<file path="src/rtl/axi_dma_rd_arbiter.sv">
// rtl/axi_dma_rd_arbiter.sv - two-requester round-robin read arbiter for the AXI4 DMA slave port
module axi_dma_rd_arbiter #(
  parameter int ADDR_WIDTH = 32,
  parameter int DATA_WIDTH = 32,
  parameter int TIMEOUT    = 4096
) (
  input  logic                  clk,
  input  logic                  resetn,
  input  logic                  req0_valid,
  output logic                  req0_ready,
  input  logic [ADDR_WIDTH-1:0] req0_addr,
  input  logic [7:0]            req0_len,
  input  logic                  req1_valid,
  output logic                  req1_ready,
  input  logic [ADDR_WIDTH-1:0] req1_addr,
  input  logic [7:0]            req1_len,
  output logic [DATA_WIDTH-1:0] rsp0_data,
  output logic                  rsp0_valid,
  input  logic                  rsp0_ready,
  output logic                  rsp0_last,
  output logic                  rsp0_err,
  output logic [DATA_WIDTH-1:0] rsp1_data,
  output logic                  rsp1_valid,
  input  logic                  rsp1_ready,
  output logic                  rsp1_last,
  output logic                  rsp1_err,
  output logic [ADDR_WIDTH-1:0] m_axi_araddr,
  output logic [7:0]            m_axi_arlen,
  output logic [2:0]            m_axi_arsize,
  output logic [1:0]            m_axi_arburst,
  output logic [3:0]            m_axi_arcache,
  output logic [2:0]            m_axi_arprot,
  output logic                  m_axi_arvalid,
  input  logic                  m_axi_arready,
  input  logic [DATA_WIDTH-1:0] m_axi_rdata,
  input  logic [1:0]            m_axi_rresp,
  input  logic                  m_axi_rlast,
  input  logic                  m_axi_rvalid,
  output logic                  m_axi_rready,
  output logic                  busy
);

  localparam int TW = (TIMEOUT > 1) ? $clog2(TIMEOUT) : 1;
  localparam logic [TW-1:0] TLIM = TW'((TIMEOUT > 0) ? TIMEOUT - 1 : 0);

  typedef enum logic [1:0] {IDLE, ADDR, DATA, TOUT} state_t;

  state_t          state;
  logic            grant;
  logic            ptr;
  logic            drain;
  logic [7:0]      beat_cnt;
  logic [TW-1:0]   tcnt;

  logic                  win;
  logic                  sel_ready;
  logic                  in_data;
  logic                  in_tout;
  logic                  g_valid;
  logic                  g_last;
  logic                  g_err;
  logic [DATA_WIDTH-1:0] g_data;
  logic                  r_hs;

  assign m_axi_arsize  = 3'($clog2(DATA_WIDTH / 8));
  assign m_axi_arburst = 2'b01;
  assign m_axi_arcache = 4'b0011;
  assign m_axi_arprot  = 3'b000;

  // ptr names the requester preferred on a tie; a lone requester always wins
  assign win       = (req0_valid & req1_valid) ? ptr : req1_valid;
  assign sel_ready = grant ? rsp1_ready : rsp0_ready;
  assign in_data   = (state == DATA);
  assign in_tout   = (state == TOUT);
  assign busy      = (state != IDLE);

  // R channel is a pure pass-through to the granted side; TOUT injects a synthetic error beat
  assign g_valid = in_data ? m_axi_rvalid : in_tout;
  assign g_data  = in_data ? m_axi_rdata : '0;
  assign g_last  = in_data ? m_axi_rlast : in_tout;
  assign g_err   = in_data ? (m_axi_rresp != 2'b00) : in_tout;

  assign rsp0_valid = g_valid & ~grant;
  assign rsp0_data  = grant ? '0 : g_data;
  assign rsp0_last  = g_last & ~grant;
  assign rsp0_err   = g_err & ~grant;
  assign rsp1_valid = g_valid & grant;
  assign rsp1_data  = grant ? g_data : '0;
  assign rsp1_last  = g_last & grant;
  assign rsp1_err   = g_err & grant;

  // after a timeout abort, late beats from the slave are swallowed while idle
  assign m_axi_rready = (in_data & sel_ready) | ((state == IDLE) & drain);
  assign r_hs         = in_data & m_axi_rvalid & sel_ready;

  always_ff @(posedge clk or negedge resetn) begin
    if (!resetn) begin
      state         <= IDLE;
      grant         <= 1'b0;
      ptr           <= 1'b0;
      drain         <= 1'b0;
      beat_cnt      <= '0;
      tcnt          <= '0;
      req0_ready    <= 1'b0;
      req1_ready    <= 1'b0;
      m_axi_araddr  <= '0;
      m_axi_arlen   <= '0;
      m_axi_arvalid <= 1'b0;
    end else begin
      req0_ready <= 1'b0;
      req1_ready <= 1'b0;
      case (state)
        IDLE: begin
          if (drain && m_axi_rvalid && m_axi_rlast) drain <= 1'b0;
          if (req0_valid || req1_valid) begin
            grant         <= win;
            req0_ready    <= ~win;
            req1_ready    <= win;
            m_axi_araddr  <= win ? req1_addr : req0_addr;
            m_axi_arlen   <= win ? req1_len : req0_len;
            m_axi_arvalid <= 1'b1;
            drain         <= 1'b0;
            state         <= ADDR;
          end
        end
        ADDR: begin
          if (m_axi_arready) begin
            m_axi_arvalid <= 1'b0;
            ptr           <= ~grant;
            beat_cnt      <= '0;
            tcnt          <= '0;
            state         <= DATA;
          end
        end
        DATA: begin
          if (r_hs) begin
            tcnt <= '0;
            if (m_axi_rlast || beat_cnt == m_axi_arlen) state <= IDLE;
            else beat_cnt <= beat_cnt + 8'd1;
          end else if (TIMEOUT != 0 && tcnt == TLIM) begin
            state <= TOUT;
          end else begin
            tcnt <= tcnt + TW'(1);
          end
        end
        TOUT: begin
          if (sel_ready) begin
            drain <= 1'b1;
            state <= IDLE;
          end
        end
        default: state <= IDLE;
      endcase
    end
  end

endmodule

</file>
<file path="config.mk">
export PLATFORM = sky130hd
export DESIGN_NAME = axi_dma_rd_arbiter
export DESIGN_NICKNAME = d
export VERILOG_FILES = /design/src/rtl/axi_dma_rd_arbiter.sv
export SDC_FILE = /design/constraint.sdc
export NUM_CORES = 1
export LEC_CHECK = 0
export BUFFER_PORTS_ARGS = -buffer_cell sky130_fd_sc_hd__buf_2
export CAP_MARGIN = 20
export CORE_UTILIZATION = 41
export CTS_BUF_LIST = sky130_fd_sc_hd__clkbuf_8
export CTS_CLUSTER_SIZE = 10
export DETAILED_ROUTE_END_ITERATION = 8
export GPL_ROUTABILITY_DRIVEN = 1
export MAX_ROUTING_LAYER = met4
export PLACE_DENSITY = 0.79
export SLEW_MARGIN = 20
export SYNTH_ARGS = -nofsm -noshare
export SYNTH_HDL_FRONTEND = slang
export SYNTH_SLANG_ARGS = --single-unit
</file>
<file path="constraint.sdc">
create_clock -name clk -period 1.7 [get_ports clk]
set_input_delay 0.085 -clock clk [delete_from_list [all_inputs] [get_ports clk]]
set_output_delay 0.085 -clock clk [all_outputs]
set_load 0.01 [all_outputs]
</file>
==> out/results.ini <==
[run_status]
outcome=finished with violations
violations=setup timing

[global_routing]
grt_antenna_before_repair=1
met3_usage=0.0491
grt_overflow=0
track_usage=0.285
use_met1=0.316
top_usage_layer=met2
grt_max_degree=69
grt_pass1_wl_microns=23700
grt_pass1_vias=4810
use_met2=0.497

[detailed_routing]
via_per_inst=5.29
drc=0
drt_iter0_drc=282
wl_microns=15400
routed-via-count=4810
firstDrtPassIters=7
drtAntennaViolNets=0
avgRoutedWirePerCell_microns=16.9

[worst_hold_path]
hp-class=input port to flip-flop
hold_start=req1_addr[4]
hold_end=m_axi_araddr[4]
min_delay_path_depth=3

[yosys]
netlist.area_leader.share=0.402
synth.area.top_cells=dfrtp_1 40%, mux2i_1 8.8%, and3_1 5.3%
synthXorXnorAreaFrac=0.0331
synth_area_leader_cell=dfrtp_1
synthArstFlopShare=1.00
synth_area_per_cell_sq_um=9.12
syn_area_sq_mm=0.00423
synth_edf_count=0
ys_ff_latch=68
yosys_warnings=0
synthAdderAreaFrac=0.0177
ys.flop_type=dfrtp_1
synthMuxAreaShare=0.0911
synth_compound_area_frac=0.143
syn_inst=464
seq_area_frac_synth=0.402
yosys.cell_types.count=60
synth_simple_gate_area_frac=0.244
synth_top_family_by_area=simple AND/OR/NAND/NOR gates

[sta]
fin_crit_ns=1.88
setup_viol=79
rsz0062_at_grt=yes
finalHoldViolCount=0
finalSetupTns_ns=-5.47
setup_ws_ns=-0.179
hold_slack_ns=0.0225
finalCritPeriodShare=1.11
maxSlewViolCount=0
clock.fmax_ghz=0.532
finClkSkew_ns=0.00860

[setup_path]
endpoint_kind=flip-flop
rr_worst_depth=7
reg2reg_from=state[0]
reg2reg_setup_slack_ns=-0.18
slowest_stage=dfrtp_1
critPathLaunchType=flip-flop
cp.required_ns=1.94
max_stage_delay_ns=0.41
worst-endpoint-arrival_ns=2.12
crit_type=flip-flop to flip-flop
worstReg2RegEnd=state[1]
crit_path_cell_trace=inv_2 -> ha_4 -> buf_12 -> nand3_1 -> a211oi_2 -> nor3b_4 -> a31o_1
cp_max_fo=5

[cts]
clkSinkCount=68
clk_pin_slew_worst_paths_ns=0.08
clock-root-buffer=clkbuf_8
cts_tree=done
htree_num_levels=3
cts_buffers=9
cts_max_path_buffers=2
clkLatencyLatePin_ns=0.35

[pwr]
power.internal_mw=6.06
leakage_nw=3.82
ir_worst_vdd_uv=929
switching_share=0.418
switching_power_mw=4.36
pwr-share-seq=0.254
pwr-share-clk=0.135
power_frac_comb=0.611
pwr_density_cell_mw_per_mm2=1530
power.total_mw=10.4

[die]
start_util=0.429
io_pins=250
die_h_microns=104
die_width_microns=104
num_rows=36
dieArea_sq_mm=0.0107
core_area_sq_mm=0.00986

[place]
io_buffers=237
gp_congestion=0.871
dpl.hpwl_microns=10500

[layout]
drive_above_1_share=0.496
area_delta_synth_final_pct=61.3
fill_cells=724
nets=900

[job]
drv_cap=0

[synthesized netlist by cell type, drive strengths merged (14+ instances only)]
cell / number
dfrtp: 68
buf: 20
inv: 15
o21ai: 44
clkbuf: 22
and3: 37
nand2: 56
nand3: 14
xor2: 14
mux2i: 37
nor2: 19
and2: 32
[logic make-up (layout without fill, tap and decap cells)]
family	count (synthesis)	in the layout
AND/OR/NAND/NOR	191	192
AO/OA/AOI/OAI	86	86
flip-flops	68	68
buffers and inverters	57	358
multiplexers	38	38
XOR/XNOR	16	16
adder cells (fa/ha/maj)	6	6
other	2	13
[layout by cell type (no fill, tap or decap), types with 3 or more instances in the layout]
master,count
nor2_1,15
nand4_1,5
buf_4,53
conb_1,12
a222oi_1,6
dfrtp_1,67
nand2_1,54
buf_6,14
and2_1,32
and3_1,35
nand3_1,11
buf_2,235
nor2b_1,3
buf_12,8
o21ai_4,3
ha_4,3
o211ai_1,3
o21ai_0,39
mux2i_1,37
dlygate4sd3_1,13
xor2_2,5
clkbuf_8,11
xor2_1,9
inv_1,12
nand2b_1,3
nor2_2,3
[flip-flops by register name, indices dropped and copies added (netlist names)]
name and flops:
req0_ready 1, ptr 1, m_axi_araddr 32, tcnt 12
beat_cnt 8, m_axi_arvalid 1, grant 1, req1_ready 1
m_axi_arlen 8, drain 1, state 2
[repair_timing]
item                                   CTS  global route
resized for setup                       47            34
hold buffers                            13             0
pin swaps                               21            29
buffers inserted                        14            12
endpoints found under the hold margin   74             0
setup endpoints to repair               95           100
cloned                                   3             1
[power groups by stage]
stage,clock network (mW),registers [mW],logic [mW]
3_5_place_dp,0,2.62,4.95
4_1_cts,1.41,2.61,5.72
5_1_grt,1.49,2.71,6.83
2_1_floorplan,0,2.82,2.53
6_report,1.41,2.65,6.36
3_3_place_gp,0,2.58,4.80
[routing by layer]
metal | vias up | wire [microns]
met3 | 45 | 1050
met2 | 266 | 7960
met1 | 2291 | 5820
li1 | 2208 | -
met4 | 0 | 539
met5 | - | 0
[critical path: cells and delay by family, from the launching register on]
family	cells	cell delay, ns
compound gates	2	0.63
flops	1	0.41
simple gates	2	0.29
buf+inv	2	0.24
fa+ha+maj	1	0.18
[worst max path at each step]
stage / start / end
2_1_floorplan: state[0] / tcnt[9]
3_3_place_gp: state[1] / tcnt[9]
3_5_place_dp: state[0] / rsp0_data[15]
4_1_cts: state[0] / rsp1_err
5_1_grt: state[0] / state[1]
6_report: state[0] / state[1]
[metrics by stage]
stage	cells	instance area, sq um	worst slack (ns)	util
global placement	853	5860	-0.0492	0.594
floorplan	474	4280	-0.00985	-
finish	910	6830	-0.179	0.692
detailed placement	853	5860	-0.139	0.594
global route	910	6830	-0.207	0.692
CTS	898	6540	-0.102	0.663
[final cells by class]
cell class	count	area (sq um)	share of cell area
Antenna cell	1	2.50	0.000367
Clock buffer	11	151	0.0222
Clock inverter	5	51.3	0.00752
Inverter	15	61.3	0.00898
Multi-Input combinational cell	350	2570	0.377
Sequential cell	68	1700	0.249
Tap cell	133	166	0.0244
Timing Repair Buffer	327	2120	0.310
Note: power is estimated with default switching activity, not from simulation.
